`src/rtl/cmp_share_ctrl.sv`:
```
// Time-shares one external equality comparator between two requesters using
// round-robin grant, registered operands and a held response; counts equal results.
module cmp_share_ctrl #(
  parameter int WIDTH = 4,
  parameter int CNT_W = 8
) (
  input  logic             clk,
  input  logic             rst,
  input  logic             req0_valid,
  input  logic [WIDTH-1:0] req0_a,
  input  logic [WIDTH-1:0] req0_b,
  output logic             req0_ready,
  input  logic             req1_valid,
  input  logic [WIDTH-1:0] req1_a,
  input  logic [WIDTH-1:0] req1_b,
  output logic             req1_ready,
  output logic [WIDTH-1:0] cmp_a,
  output logic [WIDTH-1:0] cmp_b,
  input  logic             cmp_equal,
  output logic             rsp_valid,
  output logic             rsp_id,
  output logic             rsp_equal,
  input  logic             rsp_ready,
  output logic [CNT_W-1:0] match_cnt,
  output logic             busy
);

  typedef enum logic [1:0] {IDLE, EVAL, RESP} state_t;

  state_t state, next_state;
  logic   rr_ptr;
  logic   grant_id;
  logic   g_valid;
  logic   g_id;

  always_ff @(posedge clk or posedge rst) begin
    if (rst) state <= IDLE;
    else     state <= next_state;
  end

  always_comb begin
    g_valid    = 1'b0;
    g_id       = 1'b0;
    next_state = state;
    req0_ready = 1'b0;
    req1_ready = 1'b0;
    busy       = (state != IDLE);

    // Round-robin pointer only breaks ties; a lone requester is always served.
    if (req0_valid && req1_valid) begin
      g_valid = 1'b1;
      g_id    = rr_ptr;
    end else if (req0_valid) begin
      g_valid = 1'b1;
      g_id    = 1'b0;
    end else if (req1_valid) begin
      g_valid = 1'b1;
      g_id    = 1'b1;
    end

    case (state)
      IDLE: begin
        req0_ready = g_valid && !g_id;
        req1_ready = g_valid &&  g_id;
        if (g_valid) next_state = EVAL;
      end
      EVAL: next_state = RESP;
      RESP: if (rsp_ready) next_state = IDLE;
      default: next_state = IDLE;
    endcase
  end

  always_ff @(posedge clk or posedge rst) begin
    if (rst) begin
      rr_ptr    <= 1'b0;
      grant_id  <= 1'b0;
      cmp_a     <= '0;
      cmp_b     <= '0;
      rsp_valid <= 1'b0;
      rsp_id    <= 1'b0;
      rsp_equal <= 1'b0;
      match_cnt <= '0;
    end else begin
      case (state)
        IDLE: begin
          if (g_valid) begin
            cmp_a    <= g_id ? req1_a : req0_a;
            cmp_b    <= g_id ? req1_b : req0_b;
            grant_id <= g_id;
            rr_ptr   <= ~g_id;
          end
        end
        EVAL: begin
          rsp_equal <= cmp_equal;
          rsp_id    <= grant_id;
          rsp_valid <= 1'b1;
        end
        RESP: begin
          if (rsp_ready) begin
            rsp_valid <= 1'b0;
            if (rsp_equal && (match_cnt != '1))
              match_cnt <= match_cnt + CNT_W'(1);
          end
        end
        default: ;
      endcase
    end
  end

endmodule
```
`config.mk`:
```
export PLATFORM = sky130hd
export DESIGN_NAME = cmp_share_ctrl
export DESIGN_NICKNAME = d
export VERILOG_FILES = /design/src/rtl/cmp_share_ctrl.sv
export SDC_FILE = /design/constraint.sdc
export NUM_CORES = 1
export LEC_CHECK = 0
export ABC_CLOCK_PERIOD_IN_PS = 2000
export BUFFER_PORTS_ARGS = -buffer_cell sky130_fd_sc_hd__buf_2
export CAP_MARGIN = 30
export CORE_ASPECT_RATIO = 0.75
export CORE_UTILIZATION = 42
export DETAILED_ROUTE_END_ITERATION = 6
export GPL_TIMING_DRIVEN = 0
export PLACE_DENSITY = 0.71
export SYNTH_ARGS = -nofsm -noshare
export SYNTH_HDL_FRONTEND = slang
export SYNTH_SLANG_ARGS = --single-unit
export TNS_END_PERCENT = 20
```
`constraint.sdc`:
```
create_clock -name clk -period 2 [get_ports clk]
set_input_delay 0.1 -clock clk [delete_from_list [all_inputs] [get_ports clk]]
set_output_delay 0.1 -clock clk [all_outputs]
set_load 0.005 [all_outputs]
```
# After elaboration in Yosys (flattened, before gate mapping)
# Cells that the tools add are included.
# word_totals
register_bits,23
word_cells,42
# classes
addsub,1
n_eq_ne,5
muxes,14
bitwise_logic,1
reduce_logical,12
# ops
cell,n
$add 8x1->8 const B,1
$mux 1,8
$mux 4,2
$ne 8x8->1 const B,1
$pmux 2 s3,1
$reduce_and 2->1,3
$logic_and 1x1->1,4
$mux 2,2
$ne 2x2->1 const B,2
$reduce_bool 2->1,2
$reduce_and 3->1,1
$eq 2x1->1 const B,1
$eq 2x2->1 const B,1
$logic_not 2->1,1
$pmux 1 s2,1
$logic_not 1->1,1
$not 1->1,1

# Longest topological paths before layout
# Gate-level depths: netlist of run 1.
# logic_depth
ltp_word,6
depth_mapped,5

# Worst setup path before layout of run 1
# No wires, ideal clock.
# synth_timing
kind,register to register
start,reg match_cnt[0]
end,reg match_cnt[1]
arrival_time_ns,1.300
t_required_ns,1.875
slack_ns,0.575
path_stages_with_launch,5
synth_period_minus_slack_ns,1.425
cell_sequence,dfrtp_1 -> ha_1 -> nand3_1 -> o21ai_0 -> mux2_2
# synth_between
elab_chain_len,3
word_cells_on_any_way,4
cone_classes,1 x add/sub; 1 x eq/ne; 2 x reduce/logical
# synth_rtl
item,line,rtl
start: declaration,24,"output logic [CNT_W-1:0] match_cnt,"
start signal: assignment,102,match_cnt <= match_cnt + CNT_W'(1);
"parallel branches: the longest is 3 deep, another holds $add 8x1->8",-,
# Parallel ways; which one is timed is not known.
# A chain may end at the register's enable or synchronous reset.

# Final worst setup path of run 1
# layout_timing
start,reg state[1]
end,out req1_ready
# layout_between
elab_chain_len,2
# layout_rtl
item,line,rtl
start: declaration,30,"state_t state, next_state;"
start signal: assignment,38,else state <= next_state;
$logic_not 2->1,61,case (state)
$mux 1,61,
end: declaration,16,"output logic req1_ready,"
# No other way between the ends.

==> results of run 1 <==
flip-flops by register name, summed over array words and instances (netlist names):
| signal | count |
|---|---|
| cmp_a | 4 |
| cmp_b | 4 |
| grant_id | 1 |
| match_cnt | 8 |
| rr_ptr | 1 |
| rsp_equal | 1 |
| rsp_id | 1 |
| rsp_valid | 1 |
| state | 2 |
metrics by stage:
step / instance area (µm²) / worst slack, ns / power, mW / utilization [%] / hold WS (ns)
6_report: 1416 / 0.2147 / 1.694 / 60.86 / 0.02181
5_1_grt: 1416 / 0.09883 / 1.849 / 60.86 / 0.02346
4_1_cts: 1416 / 0.2431 / 1.711 / 60.86 / 0.01060
3_5_place_dp: 1309 / 0.4269 / 1.491 / 56.24 / 0.3066
3_3_place_gp: 1309 / 0.4742 / 1.448 / 56.24 / 0.3032
2_1_floorplan: 1051 / 0.5750 / 1.207 / - / 0.1019
cell usage in the layout (no fill, tap or decap), types with 2 or more instances in the layout:
cell type                       count
sky130_fd_sc_hd__a22o_1             6
sky130_fd_sc_hd__nand4_1            2
sky130_fd_sc_hd__a21oi_1            4
sky130_fd_sc_hd__clkbuf_4           3
sky130_fd_sc_hd__nand2_1            6
sky130_fd_sc_hd__o21ai_1            2
sky130_fd_sc_hd__inv_1              5
sky130_fd_sc_hd__and3_1             2
sky130_fd_sc_hd__dfrtp_1           23
sky130_fd_sc_hd__mux2_2             5
sky130_fd_sc_hd__buf_2             44
sky130_fd_sc_hd__o21ai_0            5
sky130_fd_sc_hd__nor2_1             6
sky130_fd_sc_hd__xor2_1             2
sky130_fd_sc_hd__dlygate4sd3_1      8
sky130_fd_sc_hd__mux2i_1            2
sky130_fd_sc_hd__a21o_1             8
sky130_fd_sc_hd__nand2b_1           2
sky130_fd_sc_hd__nand3_1            2
final cells by class:
class	instances	area (µm²)
Buffer	1	5.005
Clock buffer	3	22.52
Clock inverter	1	5.005
Fill cell	225	910.9
Inverter	5	18.77
Multi-Input combinational cell	62	451.7
Sequential cell	23	575.6
Tap cell	34	42.54
Timing Repair Buffer	51	295.3
where the power goes:
| group | switching (mW) | internal [mW] | total, mW | leakage, nW |
|---|---|---|---|---|
| sequential | 0.162 | 0.650 | 0.813 | 0.290 |
| combinational | 0.302 | 0.374 | 0.675 | 0.475 |
| clock | 0.131 | 0.0746 | 0.206 | 0.0177 |
| total | 0.595 | 1.10 | 1.69 | 0.783 |
logic make-up after synthesis:
kind of cell	after synthesis	share of synthesized area, %
adder cells (fa/ha/maj)	1	1.190
flip-flops	23	54.76
multiplexers	8	8.690
XOR/XNOR	3	2.500
AND/OR/NAND/NOR	24	12.02
buffers and inverters	6	2.262
AO/OA/AOI/OAI	26	18.57
worst reg2reg max path: stages (launching register included):
cell and delay [ns]:
sky130_fd_sc_hd__dfrtp_1 0.47, sky130_fd_sc_hd__and4b_1 0.35, sky130_fd_sc_hd__nand4_1 0.18, sky130_fd_sc_hd__nor2_1 0.15, sky130_fd_sc_hd__mux2_2 0.34
cells in the mapped netlist (all sizes together):
cell type | n | area (µm²)
a2111oi | 1 | 27.53
a21o | 8 | 60.06
a21oi | 4 | 20.02
a22o | 6 | 52.55
and2b | 1 | 10.01
and3 | 2 | 12.51
and4b | 1 | 10.01
buf | 1 | 5.000
dfrtp | 23 | 575.6
ha | 1 | 12.51
inv | 5 | 18.77
mux2 | 6 | 71.31
mux2i | 2 | 20.02
nand2 | 7 | 28.78
nand2b | 2 | 12.51
nand3 | 2 | 10.01
nand4 | 2 | 12.51
nor2 | 6 | 22.52
o21ai | 7 | 35.03
or2b | 1 | 7.510
xnor2 | 1 | 8.760
xor2 | 2 | 17.52
worst max path at each step:
stage	startpoint	endpoint	slack (ns)	depth (start not counted)
6_report	state[1]$_DFFE_PP0P_	req1_ready	0.21	4
5_1_grt	state[1]$_DFFE_PP0P_	req1_ready	0.1	4
4_1_cts	state[1]$_DFFE_PP0P_	req1_ready	0.24	4
3_5_place_dp	state[0]$_DFFE_PP0P_	match_cnt[7]$_DFFE_PP0P_	0.43	4
3_3_place_gp	state[0]$_DFFE_PP0P_	match_cnt[7]$_DFFE_PP0P_	0.47	4
2_1_floorplan	match_cnt[0]$_DFFE_PP0P_	match_cnt[1]$_DFFE_PP0P_	0.58	4
metal layers:
layer  vias to the layer above  routed length, µm  global-route usage, %
met5                         -                  0                      0
met4                         0                 23                  6.977
met3                         2                 92                  5.158
met2                        23               1088                  29.78
met1                       457               1052                  25.32
li1                        435                  -                      -
==> impl_metrics.json, run 1 <==
{
  "rr_worst_depth": 4,
  "grt_pass1_vias": 838,
  "reg2reg_to": "match_cnt[7]$_DFFE_PP0P_",
  "critical_path_class": "flip-flop to primary output",
  "cpMostUsedCell": "sky130_fd_sc_hd__nor2_1",
  "synthCells": 91,
  "final_net_count": 170,
  "tightest_slew_ns": 0.8467,
  "min_to": "rsp_equal$_DFFE_PP0P_",
  "synthDistinctLibCells": 25,
  "hold_depth": 2,
  "post_cts.repair.setup_buffers": 0,
  "cp_num_buf_inv": 2,
  "final-max-slew-violation-count": 0,
  "maxCapViolCount": 0,
  "clk_tree_root_cell": "sky130_fd_sc_hd__clkbuf_4",
  "vdd_ir_drop_max_mv": 0.6354,
  "cts_sink_count": 23,
  "critical_path.cell_chain": "nor2_1 -> inv_1 -> nor2_1 -> buf_2",
  "syn_to_final_growth_pct": 34.76,
  "worstPathMaxFanout": 8,
  "detail-route-antenna-nets": 0,
  "final-instance-count-excl-fill": 180,
  "hold_buffers": 8,
  "start_kind": "flip-flop",
  "crit_path_top_delay_cell": "sky130_fd_sc_hd__dfrtp_1",
  "antenna_found_initial": 0,
  "powerDensity_mw_per_mm2": 1196,
  "cpPeakStageDelay_ns": 0.49,
  "run_status": "finished clean",
  "post_route_cells_drive_above_1_share_pct": 39.04,
  "synth-seq-area-share_pct": 54.76,
  "drt_first_iter_violations": 9,
  "area_of_the_placeable_core_mm2": 0.002327,
  "std_cell_rows": 15,
  "critPathArrivalTime_ns": 1.69,
  "finalWeightedCongestion": 0.7432,
  "finalWorstPathRequiredPeriod_ns": 1.785,
  "design.portCount": 44,
  "max-slew-margin-rel_pct": 43.49,
  "tns_ns": 0,
  "die-height_um": 45.32,
  "pin_count_of_the_biggest_net_entering_global_routing": 24,
  "number_of_vias_per_cell_after_detailed_routing": 5.094,
  "global_route.usage.total_pct": 18.95,
  "drt_pass1_iterations": 4,
  "syn_nets": 114,
  "cp_top_family": "simple AND/OR/NAND/NOR gates",
  "die_area_mm2": 0.002708,
  "die_x_um": 59.76,
  "finalHoldViolations": 0,
  "end_kind": "primary output",
  "reg2reg_slack_ns": 0.42,
  "cp_data_required_time_ns": 1.90,
  "tritoncts": "done",
  "synth-warning-count": 0,
  "detailed_placer_s_ending_hpwl_mm": 1.695,
  "number_of_register_bits_inferred_by_synthesis": 23,
  "wirelength_mm": 2.257,
  "cts_htree_levels": 1,
  "finalClockSkew_ns": 0.001545,
  "post-route-period-util_pct": 89.26,
  "grt_setup_unrepaired": "no",
  "buffer_ports.inserted": 43,
  "global_route_wire_length_before_repair_mm": 3.677,
  "placed_cells": 168,
  "power.leakage_nw": 0.7834,
  "cts-root-to-sink-buffers": 2,
  "overflow": 0,
  "clkSlewWorstSetupHoldPaths_ns": 0.12,
  "cts_resized": 0,
  "syn_area_per_cell_um2": 11.55,
  "finalSetupViolCount": 0,
  "fmax_mhz": 560.1,
  "post_detailed_route_drc_marker_count": 0,
  "tritoncts.num_buffers": 3,
  "regToRegStartpoint": "state[0]$_DFFE_PP0P_",
  "floorplan.initialDensity_pct": 45.16,
  "detailroute.via_count": 917,
  "wl_per_cell_um": 12.54,
  "antenna_cells_inserted": 0,
  "hp-class": "input pin to flip-flop",
  "hold_path_startpoint": "cmp_equal",
  "clock_latency_ns": 0.30,
  "syn_area_mm2": 0.001051
}
Power figures use the tool's default switching activity.
==> inputs of run 2 (changes only) <==
RECOVER_POWER = 100   (was not set)
SETUP_SLACK_MARGIN = 0.4   (was not set)
==> run 2 against run 1 <==
Routed wire length rose by 2.9%. Via count shrank 0.11%. Global-route usage increased by 0.25 points. Combinational power grew 2%. Largest cell class unchanged. Highest routed layer unchanged.
==> impl_metrics.json, run 2 (same netlist as run 1, synthesis figures left out) <==
{
  "syn_to_final_growth_pct": 35.48,
  "cts_sink_count": 23,
  "cts_htree_levels": 1,
  "largest_register_ffs": 8,
  "post_detailed_route_drc_marker_count": 0,
  "tns_ns": 0,
  "power.leakage_nw": 0.7718,
  "fin_total_pwr_mw": 1.714,
  "mostFrequentLayoutCells": "39 x sky130_fd_sc_hd__buf_2, 22 x sky130_fd_sc_hd__dfrtp_1, 8 x sky130_fd_sc_hd__a21o_1, 8 x sky130_fd_sc_hd__dlygate4sd3_1, 7 x sky130_fd_sc_hd__nand2_1",
  "design.portCount": 44,
  "max-slew-margin-rel_pct": 44.50,
  "post-route-util_pct": 61.18,
  "tritoncts.num_buffers": 3,
  "finalHoldViolations": 0,
  "finalClockSkew_ns": 0.002365,
  "timing.final.ws_setup_ns": 0.3499,
  "antenna_found_initial": 0,
  "start_kind": "flip-flop",
  "floorplan.initialDensity_pct": 45.16,
  "antenna_cells_inserted": 0,
  "cts-root-to-sink-buffers": 2,
  "largestRegisters": "match_cnt x8, cmp_a x4, cmp_b x4",
  "detail-route-antenna-nets": 0,
  "post_route_cells_drive_above_1_share_pct": 36.73,
  "clock_latency_ns": 0.31,
  "cpPeakStageDelay_ns": 0.49,
  "buffer_ports.inserted": 43,
  "worstPathMaxFanout": 10,
  "die-height_um": 45.32,
  "wl_per_cell_um": 12.83,
  "overflow": 0,
  "pin_count_of_the_biggest_net_entering_global_routing": 24,
  "fmax_mhz": 606.0,
  "regMostFlops": "match_cnt",
  "final-instance-count-excl-fill": 181,
  "cp_data_required_time_ns": 2.21,
  "critPathArrivalTime_ns": 1.86,
  "postLayoutCellArea_mm2": 0.001424,
  "tightest_slew_ns": 0.8317,
  "crit_path_top_delay_cell": "sky130_fd_sc_hd__dfrtp_1",
  "wirelength_mm": 2.322,
  "clkSlewWorstSetupHoldPaths_ns": 0.12,
  "final-max-slew-violation-count": 0,
  "number_of_vias_per_cell_after_detailed_routing": 5.061,
  "critical_path.cell_chain": "nor2_1 -> o21ai_0 -> clkbuf_1 -> a22o_1 -> a21o_1",
  "dp_worst_setup_slack_ns": 0.4269,
  "std_cell_rows": 15,
  "placed_cells": 168,
  "maxCapViolCount": 0,
  "global_route.usage.total_pct": 19.20,
  "die_x_um": 59.76,
  "drt_first_iter_violations": 15,
  "end_kind": "flip-flop",
  "final_layout_worst_hold_slack_ns": 0.01872,
  "finalWorstPathRequiredPeriod_ns": 1.650,
  "n_fill_cell": 226,
  "die_area_mm2": 0.002708,
  "detailroute.via_count": 916,
  "vdd_ir_drop_max_mv": 0.6284,
  "critical_path_class": "flip-flop to flip-flop",
  "hp-class": "input pin to flip-flop",
  "tritoncts": "done",
  "run_status": "finished clean",
  "grt_setup_unrepaired": "yes",
  "clk_tree_root_cell": "sky130_fd_sc_hd__clkbuf_4",
  "grt_pass1_vias": 855,
  "final_net_count": 171,
  "detailed_placer_s_ending_hpwl_mm": 1.695,
  "layout.cells.most_common": "sky130_fd_sc_hd__buf_2",
  "powerDensity_mw_per_mm2": 1204,
  "global_route_wire_length_before_repair_mm": 3.732,
  "placement.cell_area_mm2": 0.001309,
  "post-route-period-util_pct": 82.51,
  "finalSetupViolCount": 0,
  "finalWeightedCongestion": 0.7432,
  "area_of_the_placeable_core_mm2": 0.002327,
  "drt_pass1_iterations": 4
}
## run 2: cell types whose count changed in the layout (fill, tap and decap cells not counted), sizes merged
cell | before | now
clkbuf | 3 | 8
buf | 44 | 40
## run 2: worst paths after layout
path,from,end,slack [ns],cells after the start
setup / recovery,state[1]$_DFFE_PP0P_,cmp_b[2]$_DFFE_PP0P_,0.35,5
hold / removal,cmp_equal,rsp_equal$_DFFE_PP0P_,0.02,2
setup reg to reg,state[1]$_DFFE_PP0P_,cmp_b[2]$_DFFE_PP0P_,0.35,5
hold reg to reg,grant_id$_DFFE_PP0P_,grant_id$_DFFE_PP0P_,0.50,1
max in group asynchronous,rst,state[0]$_DFFE_PP0P_,0.95,3
min in group asynchronous,rst,match_cnt[6]$_DFFE_PP0P_,0.49,3
## run 2: worst max-delay path, delay by kind of cell (launching register included)
kind / cells / cell delay (ns)
AOI/OAI and AO/OA: 3 / 0.64
DFF: 1 / 0.49
buffers and inverters: 1 / 0.27
and+or+nand+nor: 1 / 0.17
## run 2: repair_timing
item	4_1_cts	5_1_grt
hold buffers	8	0
gates resized for setup	1	5
pin swaps	1	0
cloned	0	0
endpoints found under the hold margin	30	0
setup endpoints to repair	2	4
buffers inserted	1	0
## run 2: power breakdown
part           internal, mW  switching, mW  total [mW]
Clock                0.0747          0.135       0.210
Sequential            0.652          0.162       0.815
Combinational         0.374          0.316       0.690
## run 2: metal layers
metal  share of wire (%)  vias to the layer above  global-route usage [%]
li1                    -                      438                       -
met1                  45                      450                   24.95
met2                  50                       26                   31.11
met3                 4.3                        2                   5.158
met4                0.99                        0                   6.977
met5                   0                        -                       0
## run 2: cell type report
cell class | instances | area, µm² | share of cell area, %
sequential | 23 | 576.8 | 40.51
multi-input combinational | 62 | 456.7 | 32.07
timing repair buffer | 52 | 297.8 | 20.91
tap | 34 | 42.54 | 2.988
clock buffer | 3 | 22.52 | 1.582
inverter | 5 | 18.77 | 1.318
clock inverter | 1 | 5.005 | 0.3515
buffer | 1 | 3.754 | 0.2636
